`config.mk`:
```
export PLATFORM = sky130hd
export DESIGN_NAME = pipe_stage_fifo
export DESIGN_NICKNAME = d
export VERILOG_FILES = /design/src/rtl/pipe_stage_fifo.sv
export SDC_FILE = /design/constraint.sdc
export NUM_CORES = 1
export LEC_CHECK = 0
export ABC_AREA = 1
export BUFFER_PORTS_ARGS = -buffer_cell sky130_fd_sc_hd__clkbuf_2
export CAP_MARGIN = 20
export CORE_ASPECT_RATIO = 1.1
export CORE_MARGIN = 2
export CORE_UTILIZATION = 59
export CTS_BUF_LIST = sky130_fd_sc_hd__clkbuf_8
export DETAILED_ROUTE_END_ITERATION = 12
export MAX_ROUTING_LAYER = met4
export PLACE_DENSITY = 0.91
export SYNTH_ARGS = -nofsm -noshare
export SYNTH_HDL_FRONTEND = slang
export SYNTH_SLANG_ARGS = --single-unit
```
`constraint.sdc`:
```
create_clock -name clk_i -period 8.41 [get_ports clk_i]
set_input_delay 0 -clock clk_i [delete_from_list [all_inputs] [get_ports clk_i]]
set_output_delay 0 -clock clk_i [all_outputs]
set_load 0.1 [all_outputs]
```
`src/rtl/pipe_stage_fifo.sv`:
```
// pipe_stage_fifo: DEPTH-entry valid/ready buffer between two pipeline stages.
// Carries an opaque WIDTH-bit payload in strict FIFO order with at least one
// cycle of latency. It supports a flush for squash and reports occupancy.
// READY_CUT selects between a registered ready and a ready that accepts a push
// into a full buffer while it is being drained.
module pipe_stage_fifo #(
    parameter int WIDTH     = 64,
    parameter int DEPTH     = 2,
    parameter int READY_CUT = 1
) (
    input  logic                       clk_i,
    input  logic                       rst_i,
    input  logic                       flush_i,
    input  logic                       in_valid_i,
    output logic                       in_ready_o,
    input  logic [WIDTH-1:0]           in_data_i,
    output logic                       out_valid_o,
    input  logic                       out_ready_i,
    output logic [WIDTH-1:0]           out_data_o,
    output logic [$clog2(DEPTH+1)-1:0] count_o
);

    localparam int PTR_W = (DEPTH > 1) ? $clog2(DEPTH) : 1;
    localparam int CNT_W = $clog2(DEPTH + 1);
    localparam logic [PTR_W-1:0] LAST_PTR = PTR_W'(DEPTH - 1);
    localparam logic [CNT_W-1:0] FULL_CNT = CNT_W'(DEPTH);

    logic [WIDTH-1:0] storage [DEPTH];
    logic [PTR_W-1:0] rd_ptr, wr_ptr;
    logic [CNT_W-1:0] cnt, cnt_next;
    // full/empty are kept as flops so ready and valid come straight from registers
    logic             full_q, empty_q;
    logic             push, pop;

    // Pointers wrap by explicit compare so any DEPTH works, not just powers of two
    function automatic logic [PTR_W-1:0] ptr_inc(input logic [PTR_W-1:0] p);
        return (p == LAST_PTR) ? '0 : p + PTR_W'(1);
    endfunction

    // Ready is either a pure register, or it also admits a push when the head leaves
    generate
        if (READY_CUT != 0) begin : g_cut
            assign in_ready_o = !full_q;
        end else begin : g_pass
            assign in_ready_o = !full_q | out_ready_i;
        end
    endgenerate

    assign out_valid_o = !empty_q;
    assign push        = in_valid_i & in_ready_o;
    assign pop         = out_valid_o & out_ready_i;
    assign count_o     = cnt;

    // Next occupancy; a simultaneous push and pop cancel out
    always_comb begin
        cnt_next = cnt + CNT_W'(push) - CNT_W'(pop);
    end

    // The head is masked while empty so the output never shows stale storage
    always_comb begin
        out_data_o = '0;
        if (out_valid_o) out_data_o = storage[rd_ptr];
    end

    // Control state: reset beats flush, and flush beats any push or pop
    always_ff @(posedge clk_i) begin
        if (rst_i || flush_i) begin
            cnt     <= '0;
            rd_ptr  <= '0;
            wr_ptr  <= '0;
            full_q  <= 1'b0;
            empty_q <= 1'b1;
        end else begin
            if (push) wr_ptr <= ptr_inc(wr_ptr);
            if (pop)  rd_ptr <= ptr_inc(rd_ptr);
            cnt     <= cnt_next;
            full_q  <= (cnt_next == FULL_CNT);
            empty_q <= (cnt_next == '0);
        end
    end

    // Payload storage is not reset. A write during flush or reset is dropped,
    // because the pointers are cleared in that same cycle.
    always_ff @(posedge clk_i) begin
        if (push && !flush_i && !rst_i) storage[wr_ptr] <= in_data_i;
    end

endmodule

```
==> qor.yml, run 1 <==
power:
  switching_power_uw: 395
  pwr-share-clk_pct: 35.2
  p_int_mw: 1.09
  p_leak_nw: 2.86
  irDropWorstVdd_mv: 0.129
  power_density_mw_per_mm2: 212
  power_frac_seq_pct: 50.9
  p_comb_share_pct: 13.9
  swShare_pct: 26.6
sta:
  min_period_ns: 2.50
  max_slew_margin_pct: 34.1
  fmax_mhz: 400
  worst_pin_slew_ns: 0.987
  setup_tns_ns: 0
  hold_violations: 0
  finClkSkew_ns: 0.00876
  slew_violations: 0
  finalCritPeriodShare_pct: 29.8
  final-setup-viol-count: 0
  rsz0062_at_grt: "no"
clocking:
  cts.path.max_buffers: 2
  ctsResizeCount: 0
  cts_max_level: 4
  clkTransAtPathRegs_ns: 0.08
  clock_sinks: 135
  cts_tree: "done"
  clk_latency_ns: 0.42
  cts_made_buffers: 17
  cts_root_buf: "clkbuf_8"
  cts_setup_buffers: 0
critical_path:
  critPathRequiredTime_ns: 8.41
  crit_path_start: "empty_q"
  critPathMaxStageDelay_ns: 0.71
  cp_max_fo: 66
  crit_path_cell_trace: "inv_2 -> o21ai_0 -> nor2_1 -> clkbuf_2"
  path_depth: 4
  startpoint_type: "flop"
  cp-endpoint: "out_data_o[55]"
  worstReg2RegEnd: "full_q"
  cpLargestDelayFamily: "buffers and inverters"
  reg2regPathDepth: 11
  worst-path-buf-inv: 2
  crit_slowest_cell: "inv_2"
  end_kind: "primary output"
  critPathArrivalTime_ns: 2.50
  path_class: "reg2out"
  r2r_slack_ns: 6.14
  r2r-start: "empty_q"
detailed_routing:
  ant_nets: 0
  viasPerCell: 5.21
  routed_wl_um: 11900
  drtIter0Drc: 339
  dr.pass1.iters: 6
  drc: 0
  vias: 3754
  drt-wirelength-per-cell_um: 16.4
placed_design:
  dp_hpwl_um: 6360
  placed_area_mm2: 0.00588
  gp_congestion: 0.771
  io_buffers: 136
cells_and_area:
  fin_area_mm2: 0.00699
  area_growth_pct: 34.1
  ff_latch_area_mm2: 0.00399
  diodes: 0
  drive_gt1_share_pct: 31.5
  fillers: 441
  nets: 668
  multi_input_area_mm2: 0.00100
synthesis:
  synthFlopType: "edfxtp_1"
  netlist.area_leader.share_pct: 73.8
  ys_seq_area_share_pct: 76.5
  syn_avg_cell_area_um2: 13.4
  ys.warnings.count: 0
  yosys-top-cells-count: "edfxtp_1, nor2_1, o21ai_0"
  synth_area_mm2: 0.00521
  synthCells: 390
  synth_seq_cells: 135
  yosys-top-cells-area: "edfxtp_1, nor2_1, o21ai_0, dfxtp_1, nor2_2"
  synthArstFlopShare_pct: 0
  synth_edf_count: 128
  syn_nets: 460
  synth_most_common_cell: "edfxtp_1"
  synth_top_area_cell: "edfxtp_1"
  synth.distinct_cells: 20
grt:
  grt_pass1_wl_um: 18000
  grt_max_degree: 67
  grt_util_all_layers_pct: 26.4
  antenna_found_initial: 0
  grt_pass1_vias: 3760
  grt_overflow: 0
job:
  maxCapViolCount: 0
die:
  die_y_um: 103
  fp-row-count: 35
  core_mm2: 0.00850
  start_util_pct: 61.3
  dieArea_mm2: 0.00960
  pin_count: 137
  fp.dieW_um: 93.6
run_status:
  outcome: "completed"
min_path:
  hold_path_class: "in2reg"
## cell type report
class / count / share of cell area [%]
flip-flops and latches: 135 / 57.0
inverters: 11 / 0.698
clock inverters: 14 / 2.27
well taps: 111 / 1.99
multi-input cells: 224 / 14.3
clock buffers: 17 / 3.35
repair buffers: 209 / 20.3
## power groups by stage
stage               Clock [mW]  Combinational (mW)  Sequential [mW]
finish                   0.522               0.206            0.755
global route             0.553               0.216            0.755
CTS                      0.529               0.202            0.755
global placement             0               0.172            0.769
detailed placement           0               0.176            0.770
floorplan                    0               0.135            0.772
## cells by family after synthesis
group | synth area share (%)
and+or+nand+nor | 12.3
DFF | 76.5
AOI/OAI and AO/OA | 6.24
buffers and inverters | 4.56
xor gates and xnor gates | 0.168
adders and majority gates | 0.240
## flip-flops by register name, summed over array words and instances (netlist names), named ones only
name	cells
storage	128
count_o	2
empty_q	1
full_q	1
rd_ptr	1
wr_ptr	1
## cell usage in the layout, fill, tap and decap left out, types with 6 or more instances in the layout
cell type      count
clkbuf_2         136
clkbuf_8          17
dfxtp_1            6
dlygate4sd3_1     69
edfxtp_1         128
inv_1              9
nand2_1           18
nor2_1           116
nor2_2            20
o21ai_0           56
o21ai_1            8
## through the flow
step	util (%)	instances	worst slack (ns)	hold slack (ns)	power, mW
5_1_grt	82.3	721	5.77	0.295	1.52
3_3_place_gp	69.2	620	6.28	0.190	0.941
6_report	82.3	721	5.91	0.315	1.48
2_1_floorplan	-	390	2.32	0.0989	0.907
3_5_place_dp	69.2	620	6.19	0.193	0.946
4_1_cts	81.9	720	5.77	0.271	1.49
## metal layers
metal / part of all wire, % / vias up / global-route usage, % / wire length (um)
met5: 0 / - / - / 0
met4: 2.8 / 0 / 12.8 / 335
met3: 3.8 / 25 / 4.68 / 447
met2: 56 / 124 / 46.6 / 6650
met1: 37 / 1831 / 29.2 / 4420
li1: - / 1774 / - / -
## repair_timing
item / CTS / global route
setup endpoints to repair: 0 / 0
endpoints found under the hold margin: 134 / 0
hold buffers: 69 / 0
## worst min-delay path by stage
stage             startpoint              to  slack, ns  cells past startpoint
6_report       in_data_i[57]  storage[1][57]       0.32                      2
5_1_grt         in_data_i[3]   storage[1][3]       0.30                      2
4_1_cts        in_data_i[29]  storage[1][29]       0.27                      2
3_5_place_dp   in_data_i[13]  storage[0][13]       0.19                      1
3_3_place_gp   in_data_i[29]  storage[1][29]       0.19                      1
2_1_floorplan   in_data_i[0]   storage[0][0]        0.1                      0
No activity file was read; power rests on OpenSTA's default activity.
==> inputs of run 2 (changes only) <==
Settings changed: ABC_AREA 1 to 0, CORE_UTILIZATION 59 to 49, PLACE_DENSITY 0.91 to 0.81.
Clock period 8.41 ns to 2.1 ns, I/O delays scaled along.
==> run 2 against run 1 <==
Combinational power rose to 4.2 times the previous value. Synthesized cell count fell by 22%. Flip-flop and latch count did not move. Sequential share of layout area fell by 0.30 points. Critical path depth did not move. First-iteration DRC count fell by 64%. Setup slack got worse by 5.8 ns. Sequential power rose to 4.0 times the previous value. Largest cell class unchanged.
==> qor.yml, run 2 <==
power:
  power_frac_seq_pct: 52.1  # +1.2 points
  pwr-share-clk_pct: 32.9  # -2.3 points
  p_leak_nw: 2.63  # -7.9%
  switching_power_mw: 1.56  # +300%
  power.total_mw: 5.81  # +290%
  p_comb_share_pct: 15.0  # +1.1 points
  irDropWorstVdd_mv: 0.561  # +340%
  swShare_pct: 26.9  # +0.24 points
  p_int_mw: 4.25  # +290%
  power_density_mw_per_mm2: 826  # +290%
die:
  fp.dieW_um: 102  # +9.1%
  dieArea_mm2: 0.0114  # +19%
  pin_count: 137  # unchanged
  fp-row-count: 39  # +11%
  die_y_um: 112  # +9.2%
  core_mm2: 0.0103  # +22%
  start_util_pct: 50.2  # -11 points
cells_and_area:
  largest_reg_flops: 128  # unchanged
  finish.utilization_pct: 68.0  # -14 points
  diodes: 0  # unchanged
  finalNonFillerCells: 673  # -6.7%
  fin_area_mm2: 0.00703  # +0.66%
  drive_gt1_share_pct: 33.6  # +2.1 points
  final_cell_mix: "edfxtp_1, clkbuf_2, nor2_1"
  final_common_cell: "edfxtp_1"
  nets: 587  # -12%
  area_growth_pct: 35.5
  largest_register: "storage"
min_path:
  hp-start: "in_valid_i"
  whs_path_depth: 4  # +2
  hold_path_class: "in2reg"
  hold_end: "empty_q"
critical_path:
  r2r_slack_ns: 0.45  # -5.69 ns
  crit_path_cell_trace: "buf_12 -> mux2i_1 -> nor2_1 -> clkbuf_2"
  end_kind: "primary output"
  critPathMaxStageDelay_ns: 0.59  # -0.12 ns
  reg2regPathDepth: 6  # -5
  r2r-start: "full_q"
  worstReg2RegEnd: "empty_q"
  crit_slowest_cell: "dfxtp_4"
  critPathRequiredTime_ns: 2.10  # -6.31 ns
  path_class: "reg2out"
  cp_max_fo: 25  # -62%
  startpoint_type: "flop"
  critPathArrivalTime_ns: 1.98  # -0.52 ns
clocking:
  cts_root_buf: "clkbuf_8"
  clock_sinks: 135  # unchanged
  cts_tree: "done"
  clk_latency_ns: 0.42  # about the same
  cts_max_level: 4  # unchanged
  cts.path.max_buffers: 2  # unchanged
  clkTransAtPathRegs_ns: 0.06  # -0.02 ns
  cts_made_buffers: 17  # unchanged
detailed_routing:
  dr.pass1.iters: 4  # -2
  dr_wl_met2_um: 5610  # -16%
  viasPerCell: 4.77  # -8.4%
  wl_met3_um: 540  # +21%
  drtIter0Drc: 122  # -64%
  ant_nets: 0  # unchanged
  top_layer_used: "met4"
  drc: 0  # unchanged
  drt-wirelength-per-cell_um: 15.3  # -6.7%
  routed_wl_um: 10300  # -13%
  vias: 3209  # -15%
  wl_met1_um: 3970  # -10%
synthesis:
  syn_avg_cell_area_um2: 17.0  # +27%
  yosys-top-cells-count: "edfxtp_1, nor2_1, mux2i_1"
  synthArstFlopShare_pct: 0  # unchanged
  synth_top_area_cell: "edfxtp_1"
  synth_seq_cells: 135  # unchanged
  yosys-top-cells-area: "edfxtp_1, mux2i_1, nor2_1, dfxtp_1, buf_8"
  synth_edf_count: 128  # unchanged
  synth.distinct_cells: 23  # +15%
  synthCells: 306  # -22%
  synth_most_common_cell: "edfxtp_1"
  synthFlopType: "edfxtp_1"
  ys.warnings.count: 0  # unchanged
  ys_seq_area_share_pct: 76.7  # +0.28 points
  netlist.area_leader.share_pct: 74.0  # +0.27 points
  synth_area_mm2: 0.00519  # -0.36%
  syn_nets: 376  # -18%
placed_design:
  gp_congestion: 0.709  # -8.0%
  dp_hpwl_um: 5960  # -6.2%
  placed_area_mm2: 0.00603  # +2.6%
  io_buffers: 136  # unchanged
  dp_cells: 577  # -6.9%
sta:
  finalCritPeriodShare_pct: 94.4
  rsz0062_at_grt: "no"
  finClkSkew_ns: 0.00790  # -0.000869 ns
  max_slew_margin_pct: 52.6  # +19 points
  fmax_mhz: 504
  min_period_ns: 1.98
  final-setup-viol-count: 0  # unchanged
  worst_pin_slew_ns: 0.710  # -0.276 ns
  slew_violations: 0  # unchanged
  hold_violations: 0  # unchanged
grt:
  grt_pass1_wl_um: 15800  # -12%
  grt_util_all_layers_pct: 19.2  # -7.2 points
  grt_overflow: 0  # unchanged
  grt_max_degree: 67  # unchanged
  antenna_found_initial: 0  # unchanged
  grt_pass1_vias: 3426  # -8.9%
job:
  maxCapViolCount: 0  # unchanged
run_status:
  outcome: "completed"
==> run 2: changes by cell type in the layout (fill, tap and decap cells not counted), sizes merged, moves of 4 or more <==
cell / previous run / this run
buf: 4 / 18
clkbuf: 153 / 142
dlygate4sd3: 69 / 64
mux2i: 0 / 64
nand2: 18 / 0
nor2: 137 / 68
o21ai: 64 / 1
xnor2: 0 / 4
==> run 2: cell type report <==
cell class | count | area [um^2]
clock buffers | 17 | 234
flip-flops and latches | 135 | 3990
fillers | 729 | 3310
inverters | 4 | 15.0
well taps | 143 | 179
clock inverters | 15 | 124
multi-input cells | 152 | 1080
repair buffers | 207 | 1420
==> run 2: worst max-delay path, delay by kind of cell (launching register included) <==
kind	cells	cell delay, ns
buf+inv	2	0.73
flops	1	0.59
mux	1	0.11
simple gates	1	0.11
==> run 2: metrics by stage <==
stage | setup TNS [ns] | hold WS, ns | setup WS (ns)
floorplan | -40.10 | 0.0989 | -0.313
global placement | 0 | 0.189 | 0.520
detailed placement | 0 | 0.192 | 0.453
CTS | 0 | 0.0156 | 0.0181
global route | 0 | 0.0425 | 0.000207
finish | 0 | 0.0433 | 0.117
==> run 2: how the worst max path moves through the flow <==
stage / slack (ns) / end / startpoint
4_1_cts: 0.02 / out_data_o[9] / flop
3_5_place_dp: 0.45 / empty_q / full_q
5_1_grt: 0.0002 / out_data_o[23] / flop
2_1_floorplan: -0.31 / storage[0][0] / full_q
6_report: 0.12 / out_data_o[23] / flop
3_3_place_gp: 0.52 / out_data_o[4] / flop
==> run 2: cell families after synthesis <==
kind of cell	count (synthesis)	synth area share (%)
simple gates	79	6.36
fa+ha+maj	1	0.241
buf+inv	19	3.11
xor+xnor	5	0.844
mux	64	12.3
flops	135	76.7
compound gates	3	0.361
==> run 2: repair_timing <==
action | 4_1_cts | 5_1_grt
hold buffers | 64 | 0
setup endpoints to repair | 0 | 8
endpoints found under the hold margin | 128 | 0
setup buffers | 0 | 0
resized for setup | 0 | 10
==> run 2: routing by layer <==
metal,vias up,global-route usage [%]
li1,1547,-
met1,1529,19.8
met2,110,33.7
met3,23,5.59
met4,0,7.73
met5,-,-
==> run 2: power by group through the flow <==
stage	Combinational, mW	Clock, mW	Sequential (mW)
finish	0.872	1.91	3.03
global placement	0.761	0	3.08
floorplan	0.593	0	3.09
global route	0.915	2.08	3.03
CTS	0.869	1.96	3.02
detailed placement	0.774	0	3.08
